$ cat config.mk
export PLATFORM = sky130hd
export DESIGN_NAME = gpio_serial_loader
export DESIGN_NICKNAME = d
export VERILOG_FILES = /design/src/rtl/gpio_serial_loader.sv
export SDC_FILE = /design/constraint.sdc
export NUM_CORES = 1
export LEC_CHECK = 0
export BUFFER_PORTS_ARGS = -buffer_cell sky130_fd_sc_hd__buf_2
export CAP_MARGIN = 30
export CORE_MARGIN = 5
export CORE_UTILIZATION = 50
export DETAILED_ROUTE_END_ITERATION = 12
export PLACE_DENSITY = 0.75
export SLEW_MARGIN = 20
export SYNTH_ARGS = -nofsm -noshare
export SYNTH_HDL_FRONTEND = slang
export SYNTH_SLANG_ARGS = --single-unit
$ cat constraint.sdc
create_clock -name wb_clk_i -period 9.6 [get_ports wb_clk_i]
set_input_delay 0.96 -clock wb_clk_i [delete_from_list [all_inputs] [get_ports wb_clk_i]]
set_output_delay 0.96 -clock wb_clk_i [all_outputs]
set_load 0.01 [all_outputs]
$ cat src/rtl/gpio_serial_loader.sv
// Snapshots the parallel GPIO default straps, shifts them MSB-first into the GPIO
// configuration chain, then pulses serial_load so the pads adopt the new settings.
module gpio_serial_loader #(
   parameter int NUM_IO   = 19,
   parameter int CFG_BITS = 13,
   parameter int CLK_DIV  = 4
) (
   input  logic                         wb_clk_i,
   input  logic                         wb_rst_i,
   input  logic                         start,
   input  logic [NUM_IO*CFG_BITS-1:0]   defaults,
   output logic                         serial_clock,
   output logic                         serial_data,
   output logic                         serial_load,
   output logic                         busy,
   output logic                         done
);

   localparam int NBITS = NUM_IO * CFG_BITS;
   localparam int BW    = $clog2(NBITS + 1);
   localparam int PW    = $clog2(CLK_DIV + 1);

   localparam logic [BW-1:0] LAST_BIT   = BW'(NBITS - 1);
   localparam logic [PW-1:0] LAST_PHASE = PW'(CLK_DIV - 1);

   localparam logic [2:0] IDLE     = 3'd0;
   localparam logic [2:0] SHIFT_LO = 3'd1;
   localparam logic [2:0] SHIFT_HI = 3'd2;
   localparam logic [2:0] LOAD     = 3'd3;
   localparam logic [2:0] FIN      = 3'd4;

   logic [2:0]       state;
   logic [PW-1:0]    phase;
   logic [BW-1:0]    bit_cnt;
   logic [NBITS-1:0] shreg;
   logic [NBITS-1:0] shreg_next;
   logic             phase_end;

   // The top bit of the shift register is always the bit currently on the chain.
   assign shreg_next = shreg << 1;
   assign phase_end  = (phase == LAST_PHASE);

   always_ff @(posedge wb_clk_i or posedge wb_rst_i) begin
      if (wb_rst_i) begin
         state        <= IDLE;
         phase        <= '0;
         bit_cnt      <= '0;
         shreg        <= '0;
         serial_clock <= 1'b0;
         serial_data  <= 1'b0;
         serial_load  <= 1'b0;
         busy         <= 1'b0;
         done         <= 1'b0;
      end else begin
         case (state)
            IDLE: begin
               if (start) begin
                  shreg        <= defaults;
                  serial_data  <= defaults[NBITS-1];
                  serial_clock <= 1'b0;
                  busy         <= 1'b1;
                  phase        <= '0;
                  bit_cnt      <= '0;
                  state        <= SHIFT_LO;
               end
            end

            SHIFT_LO: begin
               if (phase_end) begin
                  phase        <= '0;
                  serial_clock <= 1'b1;
                  state        <= SHIFT_HI;
               end else begin
                  phase <= phase + 1'b1;
               end
            end

            // Data only moves on the falling side so the chain always sees a stable bit.
            SHIFT_HI: begin
               if (phase_end) begin
                  phase        <= '0;
                  serial_clock <= 1'b0;
                  if (bit_cnt == LAST_BIT) begin
                     bit_cnt     <= bit_cnt + 1'b1;
                     serial_data <= 1'b0;
                     serial_load <= 1'b1;
                     state       <= LOAD;
                  end else begin
                     bit_cnt     <= bit_cnt + 1'b1;
                     shreg       <= shreg_next;
                     serial_data <= shreg_next[NBITS-1];
                     state       <= SHIFT_LO;
                  end
               end else begin
                  phase <= phase + 1'b1;
               end
            end

            LOAD: begin
               if (phase_end) begin
                  phase       <= '0;
                  serial_load <= 1'b0;
                  busy        <= 1'b0;
                  done        <= 1'b1;
                  state       <= FIN;
               end else begin
                  phase <= phase + 1'b1;
               end
            end

            FIN: begin
               done  <= 1'b0;
               state <= IDLE;
            end

            default: begin
               state        <= IDLE;
               phase        <= '0;
               serial_clock <= 1'b0;
               serial_load  <= 1'b0;
               busy         <= 1'b0;
               done         <= 1'b0;
            end
         endcase
      end
   end

endmodule
==> results.toml, run 1 <==
[status]
status = "completed"

[finish]
syn_to_final_growth_pct = 16.0
fin_nets = 1397
stdcell_count = 1556
drive_gt1_frac = 0.694
layout_common_cells = "dfrtp_1, buf_2, mux2_2"
layout_commonest_cell = "dfrtp_1"

[placement]
gp_congestion = 0.736
dp_cells = 1493
portBuffers = 254
hpwl_um = 17900

[clock_network]
cts_buffer_depth = 3
cts_tree = "yes"
path_clk_slew_ns = 0.06
htreeDepth = 1
numCtsBuffers = 30
cts-resized-gates = 0
hold_buffers = 0
cts_root_buf = "clkbuf_16"
clk_latency_ns = 0.54
cts_sinks = 265
cts_setup_buffers = 0

[sta]
tightest_slew_ns = 1.16
rsz0062_at_grt = "false"
min_period_ns = 3.89
hold_viol = 0
slew_violations = 0
slew_headroom = 0.225
finClkSkew_ns = 0.00683
post-route-period-util = 0.406
fin_tns_setup_ns = 0
max_freq_mhz = 257
final-setup-viol-count = 0

[critical_path]
reg2reg_from = "state[1]"
rr_worst_depth = 7
cp_data_arrival_time_ns = 4.31
endpoint_kind = "flop"
cp-start-kind = "flop"
cp_max_fo = 99
worstPathRequired_ns = 10.02
path_class = "reg2reg"
r2r-end = "shreg[125]"
r2r_slack_ns = 5.71

[floorplan]
io_pins = 255
die_area_sq_um = 32100
rows = 62
die_width_um = 179
core_region_area_sq_um = 28500
start_util = 0.503
die_h_um = 179

[power]
p_seq_frac = 0.465
switchingPower_w = 0.000556
clock_power_share = 0.455
p_sw_frac = 0.216
peakVddDrop_v = 0.000139
p_leak_nw = 7.44
p_int_w = 0.00202
power_frac_comb = 0.080
power_density_nw_per_um2 = 155

[yosys]
syn_nets = 1161
yosys.cell_types.count = 41
yosys_most_used_dff = "dfrtp_1"
async_flop_share = 1.00
yosysSeqAreaShare = 0.463
yosysWarnings = 0
syn_area_sq_um = 14300
syn_inst = 908
synth_edf_count = 0
synth_seq_cells = 265
syn_area_per_cell_sq_um = 15.8

[grt]
grt_overflow_total = 0
antenna_found_initial = 9
use_met2 = 0.261
grt_use_met3 = 0.0447
grt_pass1_vias = 8557
gr-usage-met1 = 0.230
grt_pass1_wl_um = 44000
grt_max_degree = 166
grt_usage = 0.166
grt.busiest_layer = "met2"

[route]
routed_wl_um = 27400
wl_per_cell_um = 17.6
postRouteAntennaNets = 0
drcViolationCount = 0
via_per_inst = 5.11
drtIter0Drc = 292
dr.pass1.iters = 4
vias = 7951

[hold_path]
hold_class = "in2async"

[flow_run]
timing.max_cap.violations = 0
## final cells by class
type	instances	area [sq um]
Clock buffer	43	911
Multi-Input combinational cell	574	6970
Timing Repair Buffer	265	1450
Antenna cell	4	10.0
Clock inverter	13	128
Tap cell	384	480
Sequential cell	265	6630
Fill cell	2251	11800
Inverter	8	37.5
## synthesized netlist by cell type (5+ instances only)
master | n | area share
nand2_1 | 16 | 0.0042
nor2_1 | 6 | 0.0016
dfrtp_1 | 265 | 0.46
clkbuf_1 | 13 | 0.0034
inv_1 | 8 | 0.0021
buf_12 | 25 | 0.035
o21ai_0 | 5 | 0.0017
a21oi_1 | 5 | 0.0017
mux2_4 | 239 | 0.25
nand3b_1 | 6 | 0.0031
buf_2 | 17 | 0.0059
nand3_1 | 5 | 0.0017
mux2_2 | 247 | 0.19
mux2_1 | 6 | 0.0047
## state kept, by name (all words and copies together), names as in the netlist
| name | count |
|---|---|
| serial_data | 1 |
| done | 1 |
| shreg | 246 |
| busy | 1 |
| serial_clock | 1 |
| bit_cnt | 8 |
| state | 3 |
| serial_load | 1 |
| phase | 3 |
## power by group through the flow
stage / clock network (W) / registers (W) / logic [W]
detailed placement: 0 / 0.00122 / 0.000208
finish: 0.00117 / 0.00120 / 0.000207
global route: 0.00125 / 0.00120 / 0.000229
CTS: 0.00121 / 0.00120 / 0.000209
floorplan: 0 / 0.00121 / 0.000137
global placement: 0 / 0.00121 / 0.000202
## logic make-up after synthesis
group | count (synthesis) | share of synthesized area
mux | 492 | 0.449
flops | 265 | 0.463
buf+inv | 69 | 0.0511
simple gates | 48 | 0.0190
compound gates | 31 | 0.0154
fa+ha+maj | 3 | 0.00262
## worst max-delay path by stage
stage | start | to | depth (start not counted)
final | state[1] | shreg[125] | 7
after global routing | state[1] | shreg[159] | 7
after CTS | state[1] | shreg[173] | 6
after detailed placement | start | shreg[125] | 7
after global placement | start | shreg[125] | 7
after floorplan | wb_rst_i | bit_cnt[0] | 1
## metrics by stage
step	util	setup slack, ns	instance area, sq um	power (W)	hold slack [ns]
CTS	0.581	5.86	16500	0.00262	0.483
detailed placement	0.544	5.61	15500	0.00142	0.468
floorplan	-	1.34	14300	0.00134	0.451
global route	0.584	5.54	16600	0.00268	0.396
finish	0.584	5.71	16600	0.00258	0.394
global placement	0.543	5.63	15500	0.00142	0.464
## worst max-delay path: stages, from the launching register on
cell and delay, ns:
dfrtp_1 0.70, nand3b_1 0.20, a211o_4 0.44, a21oi_4 0.18, buf_12 0.35, buf_16 0.46
buf_4 0.81, mux2_4 0.36
## routing by layer
metal / share of wire / wire [um]
met1: 0.46 / 12600
met2: 0.45 / 12400
met3: 0.070 / 1920
met4: 0.015 / 408
met5: 0.0022 / 61
(Power assumes the default switching activity.)
==> run 2, diff against run 1 <==
- ABC_AREA: unset -> 1
- PLACE_DENSITY: 0.75 -> 0.78
- clock period: 9.6 -> 3.5 ns (I/O delays scaled with it)
==> run 2 against run 1 <==
Compared with the run above: area after synthesis is 3.5% lower; global-route usage rose by 5.2 points; final cell count increased by 65%; fmax is 54% higher; clock-buffer cell count rose by 3; the run now ends with slew limit left; largest power group unchanged; largest cell class is now flip-flops and latches; critical endpoint is now shreg[28]; non-clock buffer count is 4 higher; sequential share of layout area grew 1.4 points; register-to-register slack got worse by 4.7 ns; synthesized cell count up 120%; clock power grew to 2.6 times the previous value; worst hold slack worse by 0.34 ns.
==> results.toml, run 2 <==
[status]
status = "finished, violations left"
violations = "slew limit"

[grt]
grt_overflow_total = 0
grt_pass1_wl_um = 58400
grt_max_degree = 252
grt_usage = 0.217
antenna_found_initial = 0
grt_pass1_vias = 12164

[sta]
min_period_ns = 2.53
finClkSkew_ns = 0.0200
hold_ws_ns = 0.0514
slew_headroom = -0.0964
rsz0062_at_grt = "false"
tightest_slew_ns = 1.64
final-setup-viol-count = 0
layout_setup_ws_ns = 0.966
hold_viol = 0
max_freq_mhz = 395
post-route-period-util = 0.724
slew_violations = 106
fin_tns_setup_ns = 0

[route]
routed_wl_um = 34500
vias = 13066
drtIter0Drc = 1615
drcViolationCount = 0
via_per_inst = 5.10
postRouteAntennaNets = 0
dr.pass1.iters = 6
wl_per_cell_um = 13.4

[hold_path]
hold_class = "in2reg"

[clock_network]
htreeDepth = 1
cts_sinks = 265
cts-resized-gates = 0
hold_buffers = 1
cts_buffer_depth = 3
numCtsBuffers = 30
cts_setup_buffers = 0
clk_latency_ns = 0.54
cts_tree = "yes"
path_clk_slew_ns = 0.06
cts_root_buf = "clkbuf_16"

[finish]
filler_cell_count = 2506
insertedDiodeCount = 0
syn_to_final_growth_pct = 16.3
layout_common_cells = "nand2_1, dfrtp_1, nand3_1"
drive_gt1_frac = 0.148
fin_area_sq_um = 16100
multiInputGateArea_sq_um = 6390
register_area_sq_um = 6630
layout_commonest_cell = "nand2_1"
fin_nets = 2425
top_register = "shreg"
largest_reg_flops = 246
reg_top3 = "shreg: 246 flops, bit_cnt: 8 flops"

[placement]
pre_cts_slack_ns = 1.18
place_area_sq_um = 15100
gp_congestion = 0.814
portBuffers = 254
hpwl_um = 20400

[critical_path]
critPathBufInv = 3
cp_data_arrival_time_ns = 2.94
path_class = "reg2reg"
critical_path.top_delay_family = "simple AND/OR/NAND/NOR gates"
cp_max_fo = 246
endpoint_kind = "flop"
path_common_cell = "inv_1"
cp-start-kind = "flop"
cp_cell_sequence = "inv_1 > ha_1 > inv_1 > nor2_1 > nand3_4 > buf_12 > nand3_1 > nand2_1"
max_stage_delay_ns = 0.43
crit_slowest_cell = "dfrtp_1"
worstPathRequired_ns = 3.91

[yosys]
syn_area_per_cell_sq_um = 6.89
yosysWarnings = 0
yosysSeqAreaShare = 0.480
synth_edf_count = 0
yosysTopAreaCellShare = 0.480
yosys.cell_types.count = 25
syn_inst = 2007
syn_area_sq_um = 13800
synth_area_leader_cell = "dfrtp_1"
synthTopCellsByArea = "dfrtp_1, nand2_1, nand3_1, buf_2, buf_4"
syn_nets = 2260
async_flop_share = 1.00
synthMostInstantiatedCell = "nand2_1"
yosys_most_used_dff = "dfrtp_1"
synth_common_cells = "nand2_1, dfrtp_1, nand3_1, buf_2, buf_4"
synth_seq_cells = 265

[floorplan]
die_area_sq_um = 31100
start_util = 0.510
io_pins = 255
die_width_um = 176
die_h_um = 176
rows = 60
core_region_area_sq_um = 27100

[flow_run]
timing.max_cap.violations = 0

[power]
peakVddDrop_v = 0.000271
p_leak_nw = 9.67
total_power_w = 0.00649
power_density_nw_per_um2 = 404
run 2: cells by family (layout without fill, tap and decap cells):
logic type	count (synthesis)	count (layout)	synth area share
AND/OR/NAND/NOR	1560	1560	0.450
XOR/XNOR	1	1	0.000634
flip-flops	265	265	0.480
adder cells (fa/ha/maj)	3	3	0.00272
buffers and inverters	163	348	0.0601
AO/OA/AOI/OAI	15	15	0.00661
run 2: final timing paths:
path                             start         end  slack, ns  cells past startpoint
hold reg to reg             shreg[245]  shreg[245]       0.47                      2
setup reg to reg            bit_cnt[0]   shreg[28]       0.97                      8
min in group asynchronous     wb_rst_i  shreg[116]       0.42                      3
hold / removal             defaults[0]    shreg[0]       0.05                      3
max in group asynchronous     wb_rst_i  shreg[243]       2.17                      4
setup / recovery            bit_cnt[0]   shreg[28]       0.97                      8
run 2: cell type report:
cell class	instances	share of cell area
sequential	265	0.413
clock inverter	6	0.00366
tap	372	0.0290
clock buffer	46	0.0568
timing repair buffer	269	0.0933
multi-input combinational	1579	0.398
inverter	27	0.00716
run 2: power by group:
part	switching, W	leakage (nW)	internal, W
Clock	0.00122	0.482	0.00185
Sequential	0	3.67	0.00306
Combinational	0.000195	5.52	0.000167
Total	0.00141	9.67	0.00508
run 2: worst reg2reg max path, delay by kind of cell (launching register included):
family,cells,cell delay [ns]
fa+ha+maj,1,0.20
buf+inv,3,0.37
flops,1,0.43
simple gates,4,1.41
run 2: stage by stage:
stage | std cells | utilization
after floorplan | 2007 | -
after global placement | 2511 | 0.557
after detailed placement | 2511 | 0.557
after CTS | 2564 | 0.593
after global routing | 2564 | 0.593
final | 2564 | 0.593
run 2: routing by layer:
layer	global-route usage	part of all wire	vias to the layer above
met5	0	0	-
met4	0.0507	0.021	0
met3	0.0347	0.073	55
met2	0.331	0.46	499
met1	0.328	0.45	5976
li1	-	-	6536
==> run 3, diff against run 2 <==
- clock period: 3.5 -> 2.17 ns (I/O delays scaled with it)
==> run 3 against run 2 <==
Compared with the run above: the run now ends clean; sequential share of layout area shrank 3.2 points; total power grew 68%; register-to-register slack lost 0.79 ns; clock power grew 69%; combinational power grew 110%; clock skew shrank 0.0074 ns; sequential power grew 61%; global-route usage grew 1.7 points; first-iteration DRC count shrank 12%; final cell count grew 4.7%; worst hold slack lost 0.033 ns; core utilization grew 4.9 points; largest cell class unchanged; largest power group is now the clock network; highest routed layer is now met5.
==> results.toml, run 3 (same netlist as run 2, synthesis figures left out) <==
[status]
status = "completed"

[clock_network]
cts_buffer_depth = 3
numCtsBuffers = 30
path_clk_slew_ns = 0.06
cts_setup_buffers = 0
cts_root_buf = "clkbuf_16"
clk_latency_ns = 0.55
cts_sinks = 265
cts_tree = "yes"
htreeDepth = 1

[sta]
min_period_ns = 1.99
max_freq_mhz = 502
tightest_slew_ns = 0.648
finClkSkew_ns = 0.0126
rsz0062_at_grt = "false"
hold_viol = 0
post-route-period-util = 0.919
slew_violations = 0
final-setup-viol-count = 0
slew_headroom = 0.567

[finish]
top_register = "shreg"
syn_to_final_growth_pct = 25.9
layout_commonest_cell = "nand2_1"
fin_nets = 2542
reg_top3 = "shreg: 246 flops, bit_cnt: 8 flops"
largest_reg_flops = 246
utilization = 0.642
drive_gt1_frac = 0.150
layout_common_cells = "nand2_1, dfrtp_1, nand3_1"
insertedDiodeCount = 0
stdcell_count = 2684

[route]
routed_wl_um = 37400
via_per_inst = 5.12
wl_per_cell_um = 13.9
drtIter0Drc = 1419
postRouteAntennaNets = 0
vias = 13743
dr.pass1.iters = 6
drcViolationCount = 0

[critical_path]
cp_max_fo = 82
path_class = "reg2reg"
worstPathRequired_ns = 2.65
endpoint_kind = "flop"
cp_data_arrival_time_ns = 2.47
r2r_slack_ns = 0.18
cp-start-kind = "flop"

[placement]
hpwl_um = 22500
dp_cells = 2528
portBuffers = 254
gp_congestion = 0.858

[power]
clock_power_share = 0.476
total_power_w = 0.0109
peakVddDrop_v = 0.000520
switchingPower_w = 0.00239
p_seq_frac = 0.454
p_leak_nw = 10.2
power_frac_comb = 0.069
p_sw_frac = 0.220
p_int_w = 0.00848
power_density_nw_per_um2 = 625

[flow_run]
timing.max_cap.violations = 0

[floorplan]
die_width_um = 176
core_region_area_sq_um = 27100
die_area_sq_um = 31100
rows = 60
die_h_um = 176
start_util = 0.510
io_pins = 255

[grt]
grt_usage = 0.234
grt_overflow_total = 0
grt_max_degree = 125
antenna_found_initial = 2
grt_pass1_vias = 12967
grt_pass1_wl_um = 62400

[hold_path]
hold_class = "in2reg"
## run 3: critical path: stages (launching register included)
cell and delay [ns]:
dfrtp_1 0.45, inv_1 0.11, ha_1 0.19, inv_1 0.06, nor2_1 0.20, nand3_4 0.16, nand3_4 0.18, buf_12 0.34
nand2_1 0.09, nand2_1 0.08
## run 3: path summary, 6_finish.rpt
kind                                    from         end  cells past startpoint
worst min-delay path            defaults[30]   shreg[30]                      5
worst max register to register    bit_cnt[0]  shreg[173]                      9
max in group asynchronous           wb_rst_i  shreg[227]                      4
min in group asynchronous           wb_rst_i  shreg[116]                      3
worst min register to register    shreg[114]  shreg[114]                      2
worst max-delay path              bit_cnt[0]  shreg[173]                      9
## run 3: stage by stage
| step | setup WS, ns | hold slack, ns | setup TNS [ns] | cell area, sq um |
|---|---|---|---|---|
| 2_1_floorplan | -1.54 | 0.362 | -409.29 | 13800 |
| 3_3_place_gp | 0.329 | 0.351 | 0 | 15400 |
| 3_5_place_dp | 0.251 | 0.343 | 0 | 15400 |
| 4_1_cts | 0.175 | 0.000215 | 0 | 17400 |
| 5_1_grt | 0.0597 | 0.0191 | 0 | 17400 |
| 6_report | 0.177 | 0.0183 | 0 | 17400 |
## run 3: layout make-up
type                            instances  area, sq um
Inverter                               27          115
Timing Repair Buffer                  386         2780
Tap cell                              372          465
Clock buffer                           45          918
Multi-Input combinational cell       1579         6390
Clock inverter                         10          105
Sequential cell                       265         6630
Fill cell                            2319         9700
## run 3: routing by layer
metal / global-route usage / vias to the layer above / share of wire
met3: 0.0415 / 73 / 0.076
met1: 0.333 / 6365 / 0.44
met4: 0.0611 / 4 / 0.023
met2: 0.374 / 537 / 0.46
met5: 0 / - / 0.00051
li1: - / 6764 / -
## run 3: power groups by stage
| stage | sequential (W) | combinational [W] | clock, W |
|---|---|---|---|
| 6_report | 0.00494 | 0.000753 | 0.00518 |
| 5_1_grt | 0.00494 | 0.000847 | 0.00550 |
| 3_3_place_gp | 0.00503 | 0.000609 | 0 |
| 4_1_cts | 0.00494 | 0.000754 | 0.00529 |
| 2_1_floorplan | 0.00503 | 0.000269 | 0 |
| 3_5_place_dp | 0.00503 | 0.000608 | 0 |
## run 3: timing repair
action	in CTS	in global routing
hold buffers	101	0
hold endpoints to repair	112	0
resized for setup	0	0
